==> src/rtl/hdmi_timing_if.sv <==
// Video timing bundle: renderer request/return path plus the encoder-facing outputs.
// The controller takes the master side; renderer, encoders and bench take the slave side.
interface hdmi_timing_if;
  logic        run;
  logic [15:0] pix_data;
  logic        pix_req;
  logic [11:0] pix_x;
  logic [11:0] pix_y;
  logic        de;
  logic        hsync;
  logic        vsync;
  logic [7:0]  rgb_r;
  logic [7:0]  rgb_g;
  logic [7:0]  rgb_b;
  logic        frame_start;
  logic        active;

  modport master (
    input  run, pix_data,
    output pix_req, pix_x, pix_y, de, hsync, vsync,
    output rgb_r, rgb_g, rgb_b, frame_start, active
  );

  modport slave (
    output run, pix_data,
    input  pix_req, pix_x, pix_y, de, hsync, vsync,
    input  rgb_r, rgb_g, rgb_b, frame_start, active
  );
endinterface

==> src/rtl/hdmi_timing_ctrl.sv <==
// HDMI video timing controller: h/v counters, sync/de generation and RGB565->RGB888 return path.
// Optional HDMI_TEST_PATTERN_EN replaces renderer pixels with 8 vertical colour bars.
module hdmi_timing_ctrl #(
  parameter int H_SYNC  = 96,
  parameter int H_BACK  = 48,
  parameter int H_VALID = 640,
  parameter int H_FRONT = 16,
  parameter int V_SYNC  = 2,
  parameter int V_BACK  = 33,
  parameter int V_VALID = 480,
  parameter int V_FRONT = 10
) (
  input  logic         sys_clk,
  input  logic         sys_rst_n,
  hdmi_timing_if.master bus
);

  localparam int H_TOTAL = H_SYNC + H_BACK + H_VALID + H_FRONT;
  localparam int V_TOTAL = V_SYNC + V_BACK + V_VALID + V_FRONT;
  localparam logic [11:0] H_LAST     = 12'(H_TOTAL - 1);
  localparam logic [11:0] V_LAST     = 12'(V_TOTAL - 1);
  localparam logic [11:0] H_ACT_B12  = 12'(H_SYNC + H_BACK);
  localparam logic [11:0] V_ACT_B12  = 12'(V_SYNC + V_BACK);
  // 13-bit bounds so an active area ending exactly at 4096 still compares correctly
  localparam logic [12:0] H_SYNC_E   = 13'(H_SYNC);
  localparam logic [12:0] V_SYNC_E   = 13'(V_SYNC);
  localparam logic [12:0] H_ACT_B    = 13'(H_SYNC + H_BACK);
  localparam logic [12:0] H_ACT_E    = 13'(H_SYNC + H_BACK + H_VALID);
  localparam logic [12:0] V_ACT_B    = 13'(V_SYNC + V_BACK);
  localparam logic [12:0] V_ACT_E    = 13'(V_SYNC + V_BACK + V_VALID);

  typedef enum logic {IDLE = 1'b0, RUN = 1'b1} state_t;

  state_t      state_q, state_d;
  logic [11:0] cnt_h_q, cnt_h_d;
  logic [11:0] cnt_v_q, cnt_v_d;

  logic        pix_req_q, hs1_q, vs1_q, fs1_q, active_q;
  logic [11:0] pix_x_q, pix_y_q;
  logic        de_q, hsync_q, vsync_q, frame_start_q;
  logic [23:0] rgb_q;

  logic        run_s, h_end_s, v_end_s, h_sync_s, v_sync_s, h_act_s, v_act_s, req_s;
  logic [23:0] rgb_s;

  function automatic logic [23:0] rgb565_expand(input logic [15:0] p);
    return {p[15:11], p[15:13], p[10:5], p[10:9], p[4:0], p[4:2]};
  endfunction

  function automatic logic [23:0] bar_rgb(input logic [2:0] idx);
    logic [23:0] c;
    case (idx)
      3'd0:    c = 24'hFFFFFF;
      3'd1:    c = 24'hFFFF00;
      3'd2:    c = 24'h00FFFF;
      3'd3:    c = 24'h00FF00;
      3'd4:    c = 24'hFF00FF;
      3'd5:    c = 24'hFF0000;
      3'd6:    c = 24'h0000FF;
      default: c = 24'h000000;
    endcase
    return c;
  endfunction

  assign run_s    = (state_q == RUN);
  assign h_end_s  = (cnt_h_q == H_LAST);
  assign v_end_s  = (cnt_v_q == V_LAST);
  assign h_sync_s = ({1'b0, cnt_h_q} < H_SYNC_E);
  assign v_sync_s = ({1'b0, cnt_v_q} < V_SYNC_E);
  assign h_act_s  = ({1'b0, cnt_h_q} >= H_ACT_B) && ({1'b0, cnt_h_q} < H_ACT_E);
  assign v_act_s  = ({1'b0, cnt_v_q} >= V_ACT_B) && ({1'b0, cnt_v_q} < V_ACT_E);
  assign req_s    = run_s & h_act_s & v_act_s;

  // Next state and counters; leaving RUN is only allowed on the last pixel of a frame
  always_comb begin
    state_d = state_q;
    cnt_h_d = cnt_h_q;
    cnt_v_d = cnt_v_q;
    case (state_q)
      IDLE: begin
        cnt_h_d = 12'd0;
        cnt_v_d = 12'd0;
        if (bus.run) state_d = RUN;
        else         state_d = IDLE;
      end
      RUN: begin
        if (h_end_s) begin
          cnt_h_d = 12'd0;
          if (v_end_s) begin
            cnt_v_d = 12'd0;
            if (bus.run) state_d = RUN;
            else         state_d = IDLE;
          end else begin
            cnt_v_d = cnt_v_q + 12'd1;
          end
        end else begin
          cnt_h_d = cnt_h_q + 12'd1;
        end
      end
      default: begin
        state_d = IDLE;
        cnt_h_d = 12'd0;
        cnt_v_d = 12'd0;
      end
    endcase
  end

  // State and counter registers
  always_ff @(posedge sys_clk or negedge sys_rst_n) begin
    if (!sys_rst_n) begin
      state_q <= IDLE;
      cnt_h_q <= 12'd0;
      cnt_v_q <= 12'd0;
    end else begin
      state_q <= state_d;
      cnt_h_q <= cnt_h_d;
      cnt_v_q <= cnt_v_d;
    end
  end

  // Stage 1: pixel request and region decodes
  always_ff @(posedge sys_clk or negedge sys_rst_n) begin
    if (!sys_rst_n) begin
      pix_req_q <= 1'b0;
      pix_x_q   <= 12'd0;
      pix_y_q   <= 12'd0;
      hs1_q     <= 1'b0;
      vs1_q     <= 1'b0;
      fs1_q     <= 1'b0;
      active_q  <= 1'b0;
    end else begin
      pix_req_q <= req_s;
      pix_x_q   <= req_s ? (cnt_h_q - H_ACT_B12) : 12'd0;
      pix_y_q   <= req_s ? (cnt_v_q - V_ACT_B12) : 12'd0;
      hs1_q     <= run_s & h_sync_s;
      vs1_q     <= run_s & v_sync_s;
      fs1_q     <= run_s & (cnt_h_q == 12'd0) & (cnt_v_q == 12'd0);
      active_q  <= run_s;
    end
  end

`ifdef HDMI_TEST_PATTERN_EN
  localparam logic [11:0] BAR_LAST = 12'(H_VALID / 8 - 1);
  logic [11:0] bar_cnt_q;
  logic [2:0]  bar_idx_q;

  // Bar index tracks the stage-1 pixel; restarted on each line's first active pixel
  always_ff @(posedge sys_clk or negedge sys_rst_n) begin
    if (!sys_rst_n) begin
      bar_cnt_q <= 12'd0;
      bar_idx_q <= 3'd0;
    end else if (req_s) begin
      if (cnt_h_q == H_ACT_B12) begin
        bar_cnt_q <= 12'd0;
        bar_idx_q <= 3'd0;
      end else if (bar_cnt_q == BAR_LAST) begin
        bar_cnt_q <= 12'd0;
        bar_idx_q <= bar_idx_q + 3'd1;
      end else begin
        bar_cnt_q <= bar_cnt_q + 12'd1;
      end
    end else begin
      bar_cnt_q <= bar_cnt_q;
      bar_idx_q <= bar_idx_q;
    end
  end

  assign rgb_s = pix_req_q ? bar_rgb(bar_idx_q) : 24'd0;
`else
  assign rgb_s = pix_req_q ? rgb565_expand(bus.pix_data) : 24'd0;
`endif

  // Stage 2: encoder-facing outputs, all mutually aligned
  always_ff @(posedge sys_clk or negedge sys_rst_n) begin
    if (!sys_rst_n) begin
      de_q          <= 1'b0;
      hsync_q       <= 1'b0;
      vsync_q       <= 1'b0;
      frame_start_q <= 1'b0;
      rgb_q         <= 24'd0;
    end else begin
      de_q          <= pix_req_q;
      hsync_q       <= hs1_q;
      vsync_q       <= vs1_q;
      frame_start_q <= fs1_q;
      rgb_q         <= rgb_s;
    end
  end

  assign bus.pix_req     = pix_req_q;
  assign bus.pix_x       = pix_x_q;
  assign bus.pix_y       = pix_y_q;
  assign bus.de          = de_q;
  assign bus.hsync       = hsync_q;
  assign bus.vsync       = vsync_q;
  assign bus.frame_start = frame_start_q;
  assign bus.active      = active_q;
  assign bus.rgb_r       = rgb_q[23:16];
  assign bus.rgb_g       = rgb_q[15:8];
  assign bus.rgb_b       = rgb_q[7:0];

endmodule

==> src/flat_wrapper.sv <==
// flat-port wrapper written by rule: the top's interface ports become plain ports
module hdmi_timing_ctrl_flat 
#(
  parameter int H_SYNC  = 96,
  parameter int H_BACK  = 48,
  parameter int H_VALID = 640,
  parameter int H_FRONT = 16,
  parameter int V_SYNC  = 2,
  parameter int V_BACK  = 33,
  parameter int V_VALID = 480,
  parameter int V_FRONT = 10
)
  (sys_clk, sys_rst_n, bus_run, bus_pix_data, bus_pix_req, bus_pix_x, bus_pix_y, bus_de, bus_hsync, bus_vsync, bus_rgb_r, bus_rgb_g, bus_rgb_b, bus_frame_start, bus_active);
  hdmi_timing_if bus_i ();
  input  logic sys_clk;
  input  logic sys_rst_n;
  input wire logic [$bits(bus_i.run)-1:0] bus_run;
  input wire logic [$bits(bus_i.pix_data)-1:0] bus_pix_data;
  output wire logic [$bits(bus_i.pix_req)-1:0] bus_pix_req;
  output wire logic [$bits(bus_i.pix_x)-1:0] bus_pix_x;
  output wire logic [$bits(bus_i.pix_y)-1:0] bus_pix_y;
  output wire logic [$bits(bus_i.de)-1:0] bus_de;
  output wire logic [$bits(bus_i.hsync)-1:0] bus_hsync;
  output wire logic [$bits(bus_i.vsync)-1:0] bus_vsync;
  output wire logic [$bits(bus_i.rgb_r)-1:0] bus_rgb_r;
  output wire logic [$bits(bus_i.rgb_g)-1:0] bus_rgb_g;
  output wire logic [$bits(bus_i.rgb_b)-1:0] bus_rgb_b;
  output wire logic [$bits(bus_i.frame_start)-1:0] bus_frame_start;
  output wire logic [$bits(bus_i.active)-1:0] bus_active;
  assign bus_i.run = bus_run;
  assign bus_i.pix_data = bus_pix_data;
  assign bus_pix_req = bus_i.pix_req;
  assign bus_pix_x = bus_i.pix_x;
  assign bus_pix_y = bus_i.pix_y;
  assign bus_de = bus_i.de;
  assign bus_hsync = bus_i.hsync;
  assign bus_vsync = bus_i.vsync;
  assign bus_rgb_r = bus_i.rgb_r;
  assign bus_rgb_g = bus_i.rgb_g;
  assign bus_rgb_b = bus_i.rgb_b;
  assign bus_frame_start = bus_i.frame_start;
  assign bus_active = bus_i.active;
  hdmi_timing_ctrl #(.H_SYNC(H_SYNC), .H_BACK(H_BACK), .H_VALID(H_VALID), .H_FRONT(H_FRONT), .V_SYNC(V_SYNC), .V_BACK(V_BACK), .V_VALID(V_VALID), .V_FRONT(V_FRONT)) u_core (.sys_clk(sys_clk), .sys_rst_n(sys_rst_n), .bus(bus_i));
endmodule
==> config.mk <==
export PLATFORM = sky130hd
export DESIGN_NAME = hdmi_timing_ctrl_flat
export DESIGN_NICKNAME = d
export VERILOG_FILES = /design/src/rtl/hdmi_timing_if.sv /design/src/rtl/hdmi_timing_ctrl.sv /design/src/flat_wrapper.sv
export SDC_FILE = /design/constraint.sdc
export NUM_CORES = 1
export LEC_CHECK = 0
export BUFFER_PORTS_ARGS = -buffer_cell sky130_fd_sc_hd__buf_2
export CAP_MARGIN = 20
export CORE_MARGIN = 3
export CORE_UTILIZATION = 29
export DETAILED_ROUTE_END_ITERATION = 8
export REMOVE_ABC_BUFFERS = 1
export SYNTH_ARGS = -nofsm -noshare
export SYNTH_HDL_FRONTEND = slang
export SYNTH_SLANG_ARGS = --single-unit
==> constraint.sdc <==
create_clock -name sys_clk -period 4 [get_ports sys_clk]
set_input_delay 0.2 -clock sys_clk [delete_from_list [all_inputs] [get_ports sys_clk]]
set_output_delay 0.2 -clock sys_clk [all_outputs]
set_load 0.01 [all_outputs]
==> impl_metrics.ini <==
[clock_tree]
clk_path_buf_depth = 2
clockRootBuffer = clkbuf_16
cts.sinks = 74
htreeDepth = 3
clk_latency_ps = 330
cts_resized = 0
path_clk_slew_ps = 60
hold_buffers = 1
cts_buffers = 9
cts_tree = built
post_cts_buffers = 0

[timing]
rsz0062_at_grt = no
finalCriticalPeriod_ps = 2530
setup_tns_ps = 0
slew_headroom_pct = 36.2
tightest_slew_ps = 958
hold_viol_final = 0
postLayoutSetupSlackWorst_ps = 1470
setup_viol = 0
finalClockSkew_ps = 8.74
timing.final.crit_share_pct = 63.3
fmaxAchievable_mhz = 395
finalMaxSlewViolations = 0

[logic_synthesis]
ys_warn_count = 0
netlist-cell-type-count = 50
synth_top_area_share_pct = 55.0
synth_area_leaders = dfrtp_1 55%, xnor2_1 4.7%, nor3_1 3.4%, and2_1 3.2%, ha_1 2.6%
yosysTopAreaCell = dfrtp_1
syn_inst = 309
ys_seq_elements = 74
syn-cell-area_mm2 = 0.00336
ys.flop_type = dfrtp_1
synth_area_per_cell_um2 = 10.9
seq_area_frac_synth_pct = 55.0
synth_edf_count = 0
synth-async-reset-ratio_pct = 100

[power]
p_leak_uw = 0.00201
intPower_uw = 1260
seqPwrFrac_pct = 48.0
power_frac_comb_pct = 1.5
ir_drop_mv = 0.271
p_sw_uw = 305
power.share.switching_pct = 19.5
power_per_cell_area_mw_per_mm2 = 387
p_clk_share_pct = 50.5

[final_layout]
layout_common_cells = 74 x dfrtp_1, 72 x buf_2, 23 x nor3_1
num-nets-final = 390
final_common_cell = dfrtp_1
nFillCells = 1118
syn_to_final_growth_pct = 20.0
layout-drive-gt1-share_pct = 25.7
insertedDiodeCount = 0

[floorplan]
die_x_um = 114
core_mm2 = 0.0111
rows = 38
die_y_um = 114
start_util_pct = 30.4
pin_count = 73
die-area_mm2 = 0.0129

[detailed_routing]
via_per_inst = 4.91
wl_um = 7320
drc_errors = 0
ant_nets = 0
first_pass_iters = 4
vias = 2498
post_drt_wl_per_cell_um = 14.4
drt_first_iter_violations = 191

[global_routing]
grt_use_total_pct = 11.9
antenna_found_initial = 0
grt_first_pass_wirelength_um = 12300
grt_max_degree = 40
overflow = 0
grt_pass1_vias = 2485

[place]
place_congestion = 0.816
portBuffers = 72
dp.final_hpwl_um = 5060
place_ws_ps = 1520

[critical_path]
path_max_fanout = 24
slowest_stage = a311o_1
end_kind = flop
cp_slowest_stage_delay_ps = 870
required_ps = 4160
cpLargestDelayFamily = compound AO/OA/AOI/OAI gates
worstSetupPathType = reg2reg
worstSetupStartpointType = flop
path_cells = inv_1 -> ha_1 -> nand2b_1 -> a211oi_1 -> a311o_1 -> nor3_1
cp.arrival_ps = 2690
cp_num_buf_inv = 1

[min_path]
hold_class = in2reg

[run_status]
status = finished, final reports clean

[flow_run]
maxCapViolCount = 0
[cells in the mapped netlist (2+ instances only)]
cell type	n
a211oi_1	2
a21o_1	5
a21oi_1	8
and2_1	17
and3_1	5
and4_1	2
buf_2	4
buf_4	11
buf_6	3
clkbuf_1	12
dfrtp_1	74
ha_1	7
inv_1	12
nand2_1	11
nand2b_1	2
nand3_1	7
nand4_1	7
nor2_1	21
nor3_1	23
nor3b_1	5
nor4_1	9
nor4b_1	5
o21ai_0	6
o31a_1	2
o31ai_1	3
xnor2_1	18
xor2_1	5
[power groups by stage]
stage,sequential [µW],clock [µW],combinational [µW]
floorplan,763,0,0.228
global placement,763,0,24.9
detailed placement,763,0,24.9
CTS,749,810,25.7
global route,749,843,28.9
finish,750,788,24.1
[metal layers]
metal / part of all wire (%) / wire length [µm] / vias up / track usage (%)
met3: 8.8 / 643 / 12 / 3.50
li1: - / - / 1176 / -
met1: 43 / 3160 / 1218 / 15.1
met4: 1.9 / 140 / 0 / 5.05
met5: 0 / 0 / - / 0
met2: 46 / 3370 / 92 / 18.9
[flip-flops by register name, indices dropped and copies added (netlist names), 12 cells and up]
register,cells
u_core.cnt_h_q,12
u_core.bus.pix_y,12
u_core.rgb_q,16
u_core.bus.pix_x,12
u_core.cnt_v_q,12
[logic make-up (layout without fill, tap and decap cells)]
logic type                 count (synthesis)  after routing  share of synthesized area [%]
DFF                                       74             74                           55.0
other                                      1              1                          0.111
buffers and inverters                     43            103                           6.84
adders and majority gates                  7              7                           2.60
and+or+nand+nor                          122            122                           20.6
AOI/OAI and AO/OA                         39             39                           8.85
xor gates and xnor gates                  23             23                           5.99
[final timing paths]
kind                                             end              start  slack, ps  cells after the start
worst min-delay path                    u_core.run_s            bus_run         80                      2
worst max-delay path            u_core.bus.pix_y[11]  u_core.cnt_h_q[4]       1470                      6
min in group asynchronous       u_core.bus.pix_y[10]          sys_rst_n        490                      2
worst max register to register  u_core.bus.pix_y[11]  u_core.cnt_h_q[4]       1470                      6
worst min register to register      u_core.bus.vsync       u_core.vs1_q        350                      0
max in group asynchronous           u_core.rgb_q[22]          sys_rst_n       2530                      3
[worst reg2reg max path, stage by stage (launching register included)]
cell      delay, ps
dfrtp_1         460
inv_1           170
ha_1            220
nand2b_1        110
a211oi_1        370
a311o_1         870
nor3_1          170
[stage by stage]
stage	utilization [%]	total power, µW	instances	cell area, µm²	hold slack (ps)
4_1_cts	36.4	1590	509	4040	74.3
3_3_place_gp	33.7	788	492	3730	332
6_report	36.4	1560	509	4040	83.1
2_1_floorplan	-	764	278	3180	-95.6
5_1_grt	36.4	1620	509	4040	75.4
3_5_place_dp	33.7	788	492	3730	339
[cell type report]
class,instances,area [µm²],area share [%]
Sequential cell,74,1850,45.9
Tap cell,140,175,4.34
Clock inverter,4,51.3,1.27
Inverter,12,45.0,1.12
Clock buffer,12,246,6.10
Multi-Input combinational cell,192,1280,31.8
Timing Repair Buffer,75,385,9.54
(Power assumes the default switching activity.)
